$ cat config.mk
export PLATFORM = sky130hd
export DESIGN_NAME = riscv_multicycle_ctrl
export DESIGN_NICKNAME = d
export VERILOG_FILES = /design/src/rtl/riscv_ctrl_pkg.sv /design/src/rtl/alu_decoder.sv /design/src/rtl/riscv_multicycle_ctrl.sv
export SDC_FILE = /design/constraint.sdc
export NUM_CORES = 1
export LEC_CHECK = 0
export CAP_MARGIN = 10
export CORE_MARGIN = 3
export CORE_UTILIZATION = 42
export DETAILED_ROUTE_END_ITERATION = 10
export GPL_ROUTABILITY_DRIVEN = 0
export GPL_TIMING_DRIVEN = 0
export PLACE_DENSITY_LB_ADDON = 0.25
export SYNTH_ARGS = -nofsm -noshare
export SYNTH_HDL_FRONTEND = slang
export SYNTH_SLANG_ARGS = --single-unit
$ cat constraint.sdc
create_clock -name clk -period 3.4 [get_ports clk]
set_clock_uncertainty 0.2 [all_clocks]
set_input_delay 0.34 -clock clk [delete_from_list [all_inputs] [get_ports clk]]
set_output_delay 0.34 -clock clk [all_outputs]
set_load 0.1 [all_outputs]
$ cat src/rtl/riscv_ctrl_pkg.sv
// Shared encodings for the multicycle RV32I control unit: states, mux selects,
// ALU control codes and the opcodes the sequencer understands.
package riscv_ctrl_pkg;

  typedef enum logic [3:0] {
    S_FETCH    = 4'd0,
    S_DECODE   = 4'd1,
    S_MEMADR   = 4'd2,
    S_MEMREAD  = 4'd3,
    S_MEMWB    = 4'd4,
    S_MEMWRITE = 4'd5,
    S_EXECR    = 4'd6,
    S_ALUWB    = 4'd7,
    S_EXECI    = 4'd8,
    S_JAL      = 4'd9,
    S_BRANCH   = 4'd10,
    S_TRAP     = 4'd11
  } state_e;

  localparam logic [1:0] RES_ALUOUT    = 2'b00;
  localparam logic [1:0] RES_DATA      = 2'b01;
  localparam logic [1:0] RES_ALURESULT = 2'b10;

  localparam logic [1:0] SRCA_PC    = 2'b00;
  localparam logic [1:0] SRCA_OLDPC = 2'b01;
  localparam logic [1:0] SRCA_RS1   = 2'b10;

  localparam logic [1:0] SRCB_RS2  = 2'b00;
  localparam logic [1:0] SRCB_IMM  = 2'b01;
  localparam logic [1:0] SRCB_FOUR = 2'b10;

  localparam logic [1:0] IMM_I = 2'b00;
  localparam logic [1:0] IMM_S = 2'b01;
  localparam logic [1:0] IMM_B = 2'b10;
  localparam logic [1:0] IMM_J = 2'b11;

  localparam logic [2:0] ALU_ADD = 3'b000;
  localparam logic [2:0] ALU_SUB = 3'b001;
  localparam logic [2:0] ALU_AND = 3'b010;
  localparam logic [2:0] ALU_OR  = 3'b011;
  localparam logic [2:0] ALU_SLT = 3'b101;

  localparam logic [1:0] ALUOP_ADD   = 2'b00;
  localparam logic [1:0] ALUOP_SUB   = 2'b01;
  localparam logic [1:0] ALUOP_FUNCT = 2'b10;

  localparam logic [6:0] OP_LOAD   = 7'b0000011;
  localparam logic [6:0] OP_STORE  = 7'b0100011;
  localparam logic [6:0] OP_R      = 7'b0110011;
  localparam logic [6:0] OP_I      = 7'b0010011;
  localparam logic [6:0] OP_BRANCH = 7'b1100011;
  localparam logic [6:0] OP_JAL    = 7'b1101111;

  function automatic logic [1:0] imm_sel(input logic [6:0] op);
    logic [1:0] sel;
    case (op)
      OP_STORE:  sel = IMM_S;
      OP_BRANCH: sel = IMM_B;
      OP_JAL:    sel = IMM_J;
      default:   sel = IMM_I;
    endcase
    return sel;
  endfunction

endpackage

$ cat src/rtl/alu_decoder.sv
// Combinational ALU decoder: turns the sequencer's alu_op class plus the
// instruction's funct fields into the ALU operation code.
module alu_decoder
  import riscv_ctrl_pkg::*;
(
  input  logic [1:0] alu_op,
  input  logic [2:0] funct3,
  input  logic       funct7b5,
  input  logic       op5,
  output logic [2:0] alu_control
);

  // Only R-type (op5 = 1) may select subtract; addi ignores instr[30].
  always_comb begin
    alu_control = ALU_ADD;
    case (alu_op)
      ALUOP_ADD: alu_control = ALU_ADD;
      ALUOP_SUB: alu_control = ALU_SUB;
      ALUOP_FUNCT: begin
        case (funct3)
          3'b000:  alu_control = (op5 & funct7b5) ? ALU_SUB : ALU_ADD;
          3'b010:  alu_control = ALU_SLT;
          3'b110:  alu_control = ALU_OR;
          3'b111:  alu_control = ALU_AND;
          default: alu_control = ALU_ADD;
        endcase
      end
      default: alu_control = ALU_ADD;
    endcase
  end

endmodule

$ cat src/rtl/riscv_multicycle_ctrl.sv
// Moore control FSM for the multicycle RV32I core: sequences fetch, decode,
// execute, memory and writeback, with memory wait states and an illegal-op trap.
module riscv_multicycle_ctrl
  import riscv_ctrl_pkg::*;
#(
  parameter int MEM_HANDSHAKE = 1,
  parameter int ENABLE_JAL    = 1,
  parameter int STATE_W       = 4
) (
  input  logic               clk,
  input  logic               rst_n,
  input  logic [6:0]         op,
  input  logic [2:0]         funct3,
  input  logic               funct7b5,
  input  logic               zero,
  input  logic               mem_ready,
  output logic               pc_write,
  output logic               adr_src,
  output logic               mem_write,
  output logic               ir_write,
  output logic               reg_write,
  output logic [1:0]         result_src,
  output logic [1:0]         alu_src_a,
  output logic [1:0]         alu_src_b,
  output logic [1:0]         imm_src,
  output logic [2:0]         alu_control,
  output logic               instr_done,
  output logic               illegal,
  output logic [STATE_W-1:0] state_o
);

  localparam logic HS_EN  = (MEM_HANDSHAKE != 0) ? 1'b1 : 1'b0;
  localparam logic JAL_EN = (ENABLE_JAL != 0) ? 1'b1 : 1'b0;

  state_e     state_q, state_d;
  logic       illegal_q, illegal_d;
  logic       ready;
  logic       pc_update;
  logic       branch;
  logic [1:0] alu_op;

  assign ready = mem_ready | ~HS_EN;

  // State and sticky trap flag register.
  always_ff @(posedge clk or negedge rst_n) begin
    if (!rst_n) begin
      state_q   <= S_FETCH;
      illegal_q <= 1'b0;
    end else begin
      state_q   <= state_d;
      illegal_q <= illegal_d;
    end
  end

  // Next-state and Moore output decode; everything idles unless a state claims it.
  always_comb begin
    state_d    = state_q;
    pc_update  = 1'b0;
    branch     = 1'b0;
    adr_src    = 1'b0;
    mem_write  = 1'b0;
    ir_write   = 1'b0;
    reg_write  = 1'b0;
    result_src = RES_ALUOUT;
    alu_src_a  = SRCA_PC;
    alu_src_b  = SRCB_RS2;
    alu_op     = ALUOP_ADD;
    instr_done = 1'b0;
    case (state_q)
      S_FETCH: begin
        alu_src_b  = SRCB_FOUR;
        result_src = RES_ALURESULT;
        ir_write   = ready;
        pc_update  = ready;
        state_d    = ready ? S_DECODE : S_FETCH;
      end
      S_DECODE: begin
        alu_src_a = SRCA_OLDPC;
        alu_src_b = SRCB_IMM;
        case (op)
          OP_LOAD, OP_STORE: state_d = S_MEMADR;
          OP_R:              state_d = S_EXECR;
          OP_I:              state_d = S_EXECI;
          OP_BRANCH:         state_d = S_BRANCH;
          OP_JAL:            state_d = JAL_EN ? S_JAL : S_TRAP;
          default:           state_d = S_TRAP;
        endcase
      end
      S_MEMADR: begin
        alu_src_a = SRCA_RS1;
        alu_src_b = SRCB_IMM;
        state_d   = op[5] ? S_MEMWRITE : S_MEMREAD;
      end
      S_MEMREAD: begin
        adr_src = 1'b1;
        state_d = ready ? S_MEMWB : S_MEMREAD;
      end
      S_MEMWB: begin
        result_src = RES_DATA;
        reg_write  = 1'b1;
        instr_done = 1'b1;
        state_d    = S_FETCH;
      end
      S_MEMWRITE: begin
        // The strobe is held for the whole wait so slow memory can latch it late.
        adr_src    = 1'b1;
        mem_write  = 1'b1;
        instr_done = ready;
        state_d    = ready ? S_FETCH : S_MEMWRITE;
      end
      S_EXECR: begin
        alu_src_a = SRCA_RS1;
        alu_src_b = SRCB_RS2;
        alu_op    = ALUOP_FUNCT;
        state_d   = S_ALUWB;
      end
      S_EXECI: begin
        alu_src_a = SRCA_RS1;
        alu_src_b = SRCB_IMM;
        alu_op    = ALUOP_FUNCT;
        state_d   = S_ALUWB;
      end
      S_ALUWB: begin
        result_src = RES_ALUOUT;
        reg_write  = 1'b1;
        instr_done = 1'b1;
        state_d    = S_FETCH;
      end
      S_JAL: begin
        // PC takes the target held in ALUOut; ALU computes OldPC+4 for rd.
        alu_src_a  = SRCA_OLDPC;
        alu_src_b  = SRCB_FOUR;
        result_src = RES_ALUOUT;
        pc_update  = 1'b1;
        state_d    = S_ALUWB;
      end
      S_BRANCH: begin
        alu_src_a  = SRCA_RS1;
        alu_src_b  = SRCB_RS2;
        alu_op     = ALUOP_SUB;
        result_src = RES_ALUOUT;
        branch     = 1'b1;
        instr_done = 1'b1;
        state_d    = S_FETCH;
      end
      S_TRAP: begin
        state_d = S_TRAP;
      end
      default: begin
        state_d = S_TRAP;
      end
    endcase
  end

  assign illegal_d = illegal_q | (state_d == S_TRAP);

  // beq/bne resolve on funct3[0]; other branch kinds fold onto that bit.
  assign pc_write = pc_update | (branch & (zero ^ funct3[0]));
  assign imm_src  = imm_sel(op);
  assign illegal  = illegal_q;
  assign state_o  = STATE_W'(state_q);

  alu_decoder u_alu_decoder (
    .alu_op      (alu_op),
    .funct3      (funct3),
    .funct7b5    (funct7b5),
    .op5         (op[5]),
    .alu_control (alu_control)
  );

endmodule
# == Yosys cells after proc, flatten, opt, wreduce, memory -nomap -nowiden ==
# Index checks and enable logic that the tools add are counted.
# totals
regBits,5
input_bits,15
output_inout_bits,22
word_cells,62
# op_classes
n_eq_ne,22
muxes,21
bitwise_logic,5
reduce_logical,12
# ops
operator,n
$pmux W4 S7,1
$pmux W4 S5,1
$eq A4 B3 Y1 const B,4
$eq A4 B4 Y1 const B,4
$pmux W2 S2,4
$eq A7 B6 Y1 const B,2
$eq A7 B7 Y1 const B,2
$pmux W3 S4,1
$reduce_or A2 Y1,6
$mux W3,3
$reduce_or A3 Y1,3
$eq A4 B2 Y1 const B,2
$eq A7 B2 Y1 const B,1
$eq A7 B5 Y1 const B,1
$mux W1,7
$eq A3 B3 Y1 const B,2
$pmux W2 S3,1
$pmux W3 S2,1
$eq A4 B1 Y1 const B,1
$logic_not A4 Y1,1
$pmux W1 S2,2
$reduce_or A4 Y1,1
$eq A3 B2 Y1 const B,1
$logic_not A3 Y1,1
5 further kinds,7

# == Longest topological paths before layout ==
# Gate-level depths: netlist of run 1.
# logic_depth
ltp_word,6
ltp_mapped,9
ltp_nobuf,7

# == Hierarchy ==
# Synthesis of run 1 repeated with hierarchy kept, for this count alone.
# hier_totals
cells_unflattened,90
hier_area_um2,689.4
# by_module_without_submodules
module,instances,cells_each,area_each_um2,seq_area_each_um2
riscv_multicycle_ctrl,1,79,593.1,125.1
alu_decoder,1,11,96.3,0.0

# == Worst setup path before layout of run 1 ==
# No wires, ideal clock.
# synth_path
kind,register to output
startpoint,"register state_q[2], in the netlist state_o[2]"
endpoint,output ir_write
arrival_ns,5.106
required_time_ns,2.860
slack_ns,-2.246
stages_incl_launch_ff,4
n_path_buf,1
cell_sequence,dfrtp_1 > clkbuf_1 > nor4_1 > and2_1
# synth_via
elab_chain_cells,2
# synth_rtl
item,line_no,text
"start, declared",riscv_multicycle_ctrl.sv:35,"state_e state_q, state_d;"
"start signal, assigned",riscv_multicycle_ctrl.sv:50,state_q <= state_d;
$logic_not A4 Y1,riscv_multicycle_ctrl.sv:69,case (state_q)
$mux W1,riscv_multicycle_ctrl.sv:69,
"end, declared",riscv_multicycle_ctrl.sv:20,"output logic ir_write,"
# No other way between the ends.

# == Worst setup path in the final report of run 1 ==
# layout_path
startpoint,"register state_q[3], in the netlist state_o[3]"
endpoint,output alu_src_b[1]
# layout_via
elab_chain_cells,3
elab_cells_between_ends,8
cone_classes,eq/ne: 4; mux: 1; reduce/logical: 3
# layout_rtl
item,line_no,text
$eq A4 B1 Y1 (tied with other cells),riscv_multicycle_ctrl.sv:69,
$reduce_or A3 Y1 (no line) or $reduce_or A2 Y1 (tied branches),n/a,
$pmux W2 S2 *,riscv_multicycle_ctrl.sv:69,
"end, declared",riscv_multicycle_ctrl.sv:24,"output logic [1:0] alu_src_b,"
# Mark *: on every way between the ends. The rest lies on a longest branch, timed or not.

==> summary.md, run 1 <==
| Metric | Value |
|---|---|
| Syn_nets | 121 |
| Final nets | 162 |
| ANT cells | 0 |
| Critical path's slowest cell | clkdlybuf4s50_1 |
| Congestion Overflow GR | 0 |
| Design area | 1190 um^2 |
| Ys Warns | 0 |
| Critical Path Fanout Max | 10 |
| Die span in x | 47.6 um |
| Syn Inst Count | 104 |
| WP data arrival | 2.71 ns |
| Min cycle time layout | 3.25 ns |
| Bufs on Longest Clock Path | 2 |
| Placement Cell Area | 1160 um^2 |
| # H-tree levels | 1 |
| Syn avg cell area | 6.99 um^2 |
| Worst path buffer plus inverter count | 3 |
| RSZ-0062 raised after global routing | false |
| Status | completed |
| Drt initial violations | 20 |
| #FFs+latches synth | 5 |
| Clock transition at path regs | 0.05 ns |
| Total GRT Usage | 19.7% |
| Setup WS post-layout | 0.152 ns |
| # rows | 14 |
| # IOs | 37 |
| CTS Buf Count | 3 |
| Worst slew margin | 35.2% |
| TritonCTS clock tree | yes |
| Largest net degree at the start of global routing | 11 |
| Fillers | 128 |
| I/O Buffers | 36 |
| Via density | 5.66 |
| Avg WL per Cell | 12.8 um |
| Register area | 128 um^2 |
| Primary FF master, synth | dfrtp_1 |
| Yosys cell types | 39 |
| Worst Reg-to-Reg Cells | 5 |
| Netlist Area Pre-Place | 727 um^2 |
| Die height | 47.6 um |
| Sequential share of the synthesized area | 17.2% |
| Max_cap viols | 0 |
| CP startpoint kind | register |
| Critical Path Stages | 5 |
| Effective utilization at floorplan | 46.6% |
| Setup tns final | 0 ns |
| Req. time, crit path | 2.86 ns |
| Vias in the first global route | 802 |
| CP Capture Type | output pin |
| Worst skew pair latency | 0.25 ns |
| Post-synth EDFFs | 0 |
| Multi-input gate area | 596 um^2 |
| Ratio of cells with drive above 1 in the final layout | 16.0% |
| Routed WL | 2050 um |
| Kind of critical path | reg -> out |
| Clk root buf | clkbuf_4 |
| Final Cycle Share | 95.5% |
| Cells along the critical path | clkbuf_1 > clkbuf_2 > o21ai_0 > a21oi_2 > clkdlybuf4s50_1 |
| Core ar. | 1560 um^2 |
| Hold Crit Class | in -> async |
| ANT nets after route | 0 |
| Slew Viols, Final | 0 |
| Final setup vio count | 0 |
| CP peak stage delay | 1.13 ns |
| # DRC | 0 |
| Clk sinks | 5 |
| CP top delay family | buffers and inverters |
| Final hold slack | 0.118 ns |
| Placement-stage worst setup slack | -0.289 ns |
| First-pass GRT wire length | 3150 um |
| Initial antenna violation count | 0 |
| Die ar. | 2270 um^2 |
| Worst-Margin Slew | 0.970 ns |
| FMAX | 0.308 GHz |
| Syn-to-layout area delta | 64.0% |
| Final HPWL from detailed placement | 1680 um |
| Via count | 905 |
| Hold Fails Final Rpt | 0 |
| Drt pass-1 iters | 4 |
| Ys async rst share | 100% |
[placed cells by master (no fill, tap or decap), types with 3 or more instances in the layout]
cell type        instances
clkdlybuf4s50_1         32
nor2b_1                  4
nand2_1                 10
xnor2_1                  3
and2_1                   4
a21oi_1                  6
clkbuf_1                 4
clkbuf_4                 3
nand2b_1                 8
o21ai_0                  6
dfrtp_1                  3
inv_1                    8
nor2_1                   7
[cell type report]
cell class                 instances  share of cell area [%]
sequential                         5                    10.7
clock inverter                     1                   0.420
buffer                             6                    2.62
tap                               16                    1.68
timing repair buffer              36                    30.2
clock buffer                       3                    1.89
inverter                           8                    2.52
multi-input combinational         85                    49.9
[cells by family after synthesis]
family,count (synthesis),share of synthesized area (%)
AOI/OAI and AO/OA,28,25.8
xor gates and xnor gates,3,3.62
adders and majority gates,2,3.44
buffers and inverters,14,8.26
DFF,5,17.2
muxes,1,1.38
and+or+nand+nor,51,40.3
[registers in the layout (all words and copies together), names as in the netlist]
signal,cells
state_o,4
illegal,1
[metal layers]
| metal | part of all wire, % | track usage [%] | vias to the layer above |
|---|---|---|---|
| met5 | 0 | 0 | - |
| met4 | 2.6 | 11.8 | 0 |
| met3 | 6.3 | 1.88 | 7 |
| met2 | 49 | 33.7 | 38 |
| met1 | 42 | 23.6 | 414 |
| li1 | - | - | 446 |
[synthesized netlist by cell type, types with 4 or more instances]
| cell type | count | area [um^2] |
|---|---|---|
| nand2b_1 | 8 | 50.1 |
| and2_1 | 4 | 25.0 |
| o21ai_0 | 7 | 35.0 |
| dfrtp_1 | 5 | 125 |
| a21oi_1 | 7 | 35.0 |
| clkbuf_1 | 5 | 18.8 |
| nor2_1 | 8 | 30.0 |
| nand2_1 | 10 | 37.5 |
| inv_1 | 8 | 30.0 |
| nor2b_1 | 4 | 25.0 |
[what timing repair did]
| item | 4_1_cts | 5_1_grt |
|---|---|---|
| gates resized for setup | 9 | 5 |
| hold buffers | 0 | 0 |
| setup endpoints to repair | 3 | 7 |
| cloned | 0 | 0 |
| setup buffers | 0 | 0 |
[final timing paths]
path	from	endpoint	slack, ns
setup / recovery	state_o[3]	alu_src_b[1]	0.15
hold / removal	rst_n	illegal	0.12
setup reg to reg	state_o[1]	illegal	1.50
hold reg to reg	illegal	illegal	0.38
max in group asynchronous	rst_n	state_o[1]	2.67
min in group clk	illegal	illegal	0.38
[through the flow]
stage / std cells / util, %
final: 160 / 76.5
after global routing: 160 / 76.5
after CTS: 160 / 76.6
after detailed placement: 156 / 74.6
after global placement: 156 / 74.6
after floorplan: 104 / -
Power of run 1 is left out: the tool's default activity adds up to more than one toggle a clock period on the data nets, which glitch-free logic cannot reach.
==> run 2, diff against run 1 <==
- CORE_UTILIZATION: 42 -> 44
- CTS_BUF_LIST: not set -> sky130_fd_sc_hd__clkbuf_4 sky130_fd_sc_hd__clkbuf_8
==> run 2 against run 1 <==
Effect of this change: maximum frequency decreased by 0.47%; die area shrank 4.0%; routed wire length grew 7.8%; clock-buffer cell count is 1 higher; final cell count unchanged; global-route usage grew 3.3 points.
==> summary.md, run 2 (synthesis gave the netlist of run 1 again) <==
| Metric | Value |
|---|---|
| CTS Buf Count | 3 (unchanged) |
| Congestion Overflow GR | 0 (unchanged) |
| Status | completed (unchanged) |
| Worst-Margin Slew | 0.975 ns (was 0.970 ns) |
| FMAX | 0.306 GHz (was 0.308 GHz) |
| WP data arrival | 2.72 ns (was 2.71 ns) |
| Hold Fails Final Rpt | 0 (unchanged) |
| Total GRT Usage | 23.0% (was 19.7%) |
| Syn-to-layout area delta | 64.5% (was 64.0%) |
| First-pass GRT wire length | 3550 um (was 3150 um) |
| Final HPWL from detailed placement | 1730 um (was 1680 um) |
| I/O Buffers | 36 (unchanged) |
| Placement Cell Area | 1160 um^2 (unchanged) |
| M1 GR Usage | 27.8% (was 23.6%) |
| Final setup vio count | 0 (unchanged) |
| Final nets | 162 (unchanged) |
| Max_cap viols | 0 (unchanged) |
| Vias in the first global route | 834 (was 802) |
| Min cycle time layout | 3.26 ns (was 3.25 ns) |
| Layer with the highest usage | met2 (unchanged) |
| Clk root buf | clkbuf_4 (unchanged) |
| Largest net degree at the start of global routing | 11 (unchanged) |
| Die height | 46.6 um (was 47.6 um) |
| CP startpoint kind | register (unchanged) |
| # DRC | 0 (unchanged) |
| TritonCTS clock tree | yes (unchanged) |
| Ratio of cells with drive above 1 in the final layout | 16.0% (unchanged) |
| Critical Path Fanout Max | 10 (unchanged) |
| # IOs | 37 (unchanged) |
| ANT nets after route | 0 (unchanged) |
| Post-CTS Setup Inserts | 0 (unchanged) |
| Slew Viols, Final | 0 (unchanged) |
| Req. time, crit path | 2.86 ns (about the same) |
| Routed WL | 2210 um (was 2050 um) |
| Most common cell after layout, fill and taps aside | clkdlybuf4s50_1 (unchanged) |
| Most frequent cells in the layout | clkdlybuf4s50_1 (31), nand2_1 (10), nand2b_1 (8), inv_1 (8), nor2_1 (7) (was clkdlybuf4s50_1 (32), nand2_1 (10), nand2b_1 (8), inv_1 (8), nor2_1 (7)) |
| Worst skew pair latency | 0.25 ns (about the same) |
| Largest register FFs | 4 (unchanged) |
| Via count | 913 (was 905) |
| Bufs on Longest Clock Path | 2 (unchanged) |
| Final hold slack | 0.105 ns (was 0.118 ns) |
| Initial antenna violation count | 0 (unchanged) |
| RSZ-0062 raised after global routing | false (unchanged) |
| Avg WL per Cell | 13.8 um (was 12.8 um) |
| Die span in x | 46.6 um (was 47.6 um) |
| Kind of critical path | reg -> out (unchanged) |
| Drt initial violations | 25 (was 20) |
| ANT cells | 0 (unchanged) |
| Final Cycle Share | 96.0% (was 95.5%) |
| Design area | 1200 um^2 (was 1190 um^2) |
| Drt pass-1 iters | 4 (unchanged) |
| # H-tree levels | 1 (unchanged) |
| CP Capture Type | output pin (unchanged) |
| # rows | 14 (unchanged) |
| GR Util met2 | 37.4% (was 33.7%) |
| Clock transition at path regs | 0.05 ns (about the same) |
| Hold Crit Class | in -> async (unchanged) |
| Met3 Resource Use GR | 7.03% (was 1.88%) |
| R2r setup slk | 1.52 ns (was 1.50 ns) |
| Via density | 5.71 (was 5.66) |
| Clk sinks | 5 (unchanged) |
| Worst slew margin | 34.8% (was 35.2%) |
| Core ar. | 1520 um^2 (was 1560 um^2) |
| Effective utilization at floorplan | 47.7% (was 46.6%) |
| Die ar. | 2180 um^2 (was 2270 um^2) |
run 2: cell types whose count changed in the layout (fill, tap and decap cells not counted), sizes merged:
cell           delta
clkbuf            +1
clkdlybuf4s15     -1
clkdlybuf4s18     +1
clkdlybuf4s50     -1
clkinv            -1
dlymetal6s2s      +1
run 2: through the flow:
stage / util, % / cells / TNS (ns) / setup WS [ns]
floorplan: - / 104 / -0.284 / -0.284
CTS: 78.6 / 160 / 0 / 0.00270
global placement: 76.4 / 156 / -0.535 / -0.236
global route: 78.5 / 160 / 0 / 0.00891
detailed placement: 76.4 / 156 / -0.724 / -0.323
finish: 78.5 / 160 / 0 / 0.137
run 2: final cells by class:
| cell class | instances | area [um^2] |
|---|---|---|
| well taps | 16 | 20.0 |
| multi-input cells | 85 | 596 |
| fillers | 126 | 328 |
| flip-flops and latches | 5 | 128 |
| repair buffers | 36 | 362 |
| clock buffers | 4 | 30.0 |
| inverters | 8 | 30.0 |
| plain buffers | 6 | 31.3 |
run 2: worst max-delay path, cell delays in order, from the launching register on:
cell and delay, ns:
dfrtp_1 0.49, clkbuf_1 0.47, xnor2_1 0.18, nor3b_2 0.18, clkdlybuf4s50_1 1.15
run 2: repair_timing:
action | CTS | global route
cloned | 0 | 0
resized for setup | 9 | 7
hold buffers | 0 | 0
setup endpoints to repair | 3 | 7
run 2: worst paths after layout:
check	cells past startpoint	startpoint	to
max	4	state_o[2]	adr_src
min	1	rst_n	state_o[0]
max reg2reg	5	state_o[1]	illegal
min reg2reg	2	illegal	illegal
max in group asynchronous	1	rst_n	state_o[1]
min in group clk	2	illegal	illegal
run 2: per-layer routing:
metal	up-vias	share of wire [%]
met5	-	0
li1	446	-
met2	45	48
met1	418	43
met3	4	7.3
met4	0	1.3
Power of run 2 is left out for the same reason.
==> run 3, diff against run 2 <==
- HOLD_SLACK_MARGIN: not set -> 0.05
==> results of run 3 <==
No change in the layout: final DEF, timing and power equal those of run 2.
Power of run 3 is left out for the same reason.
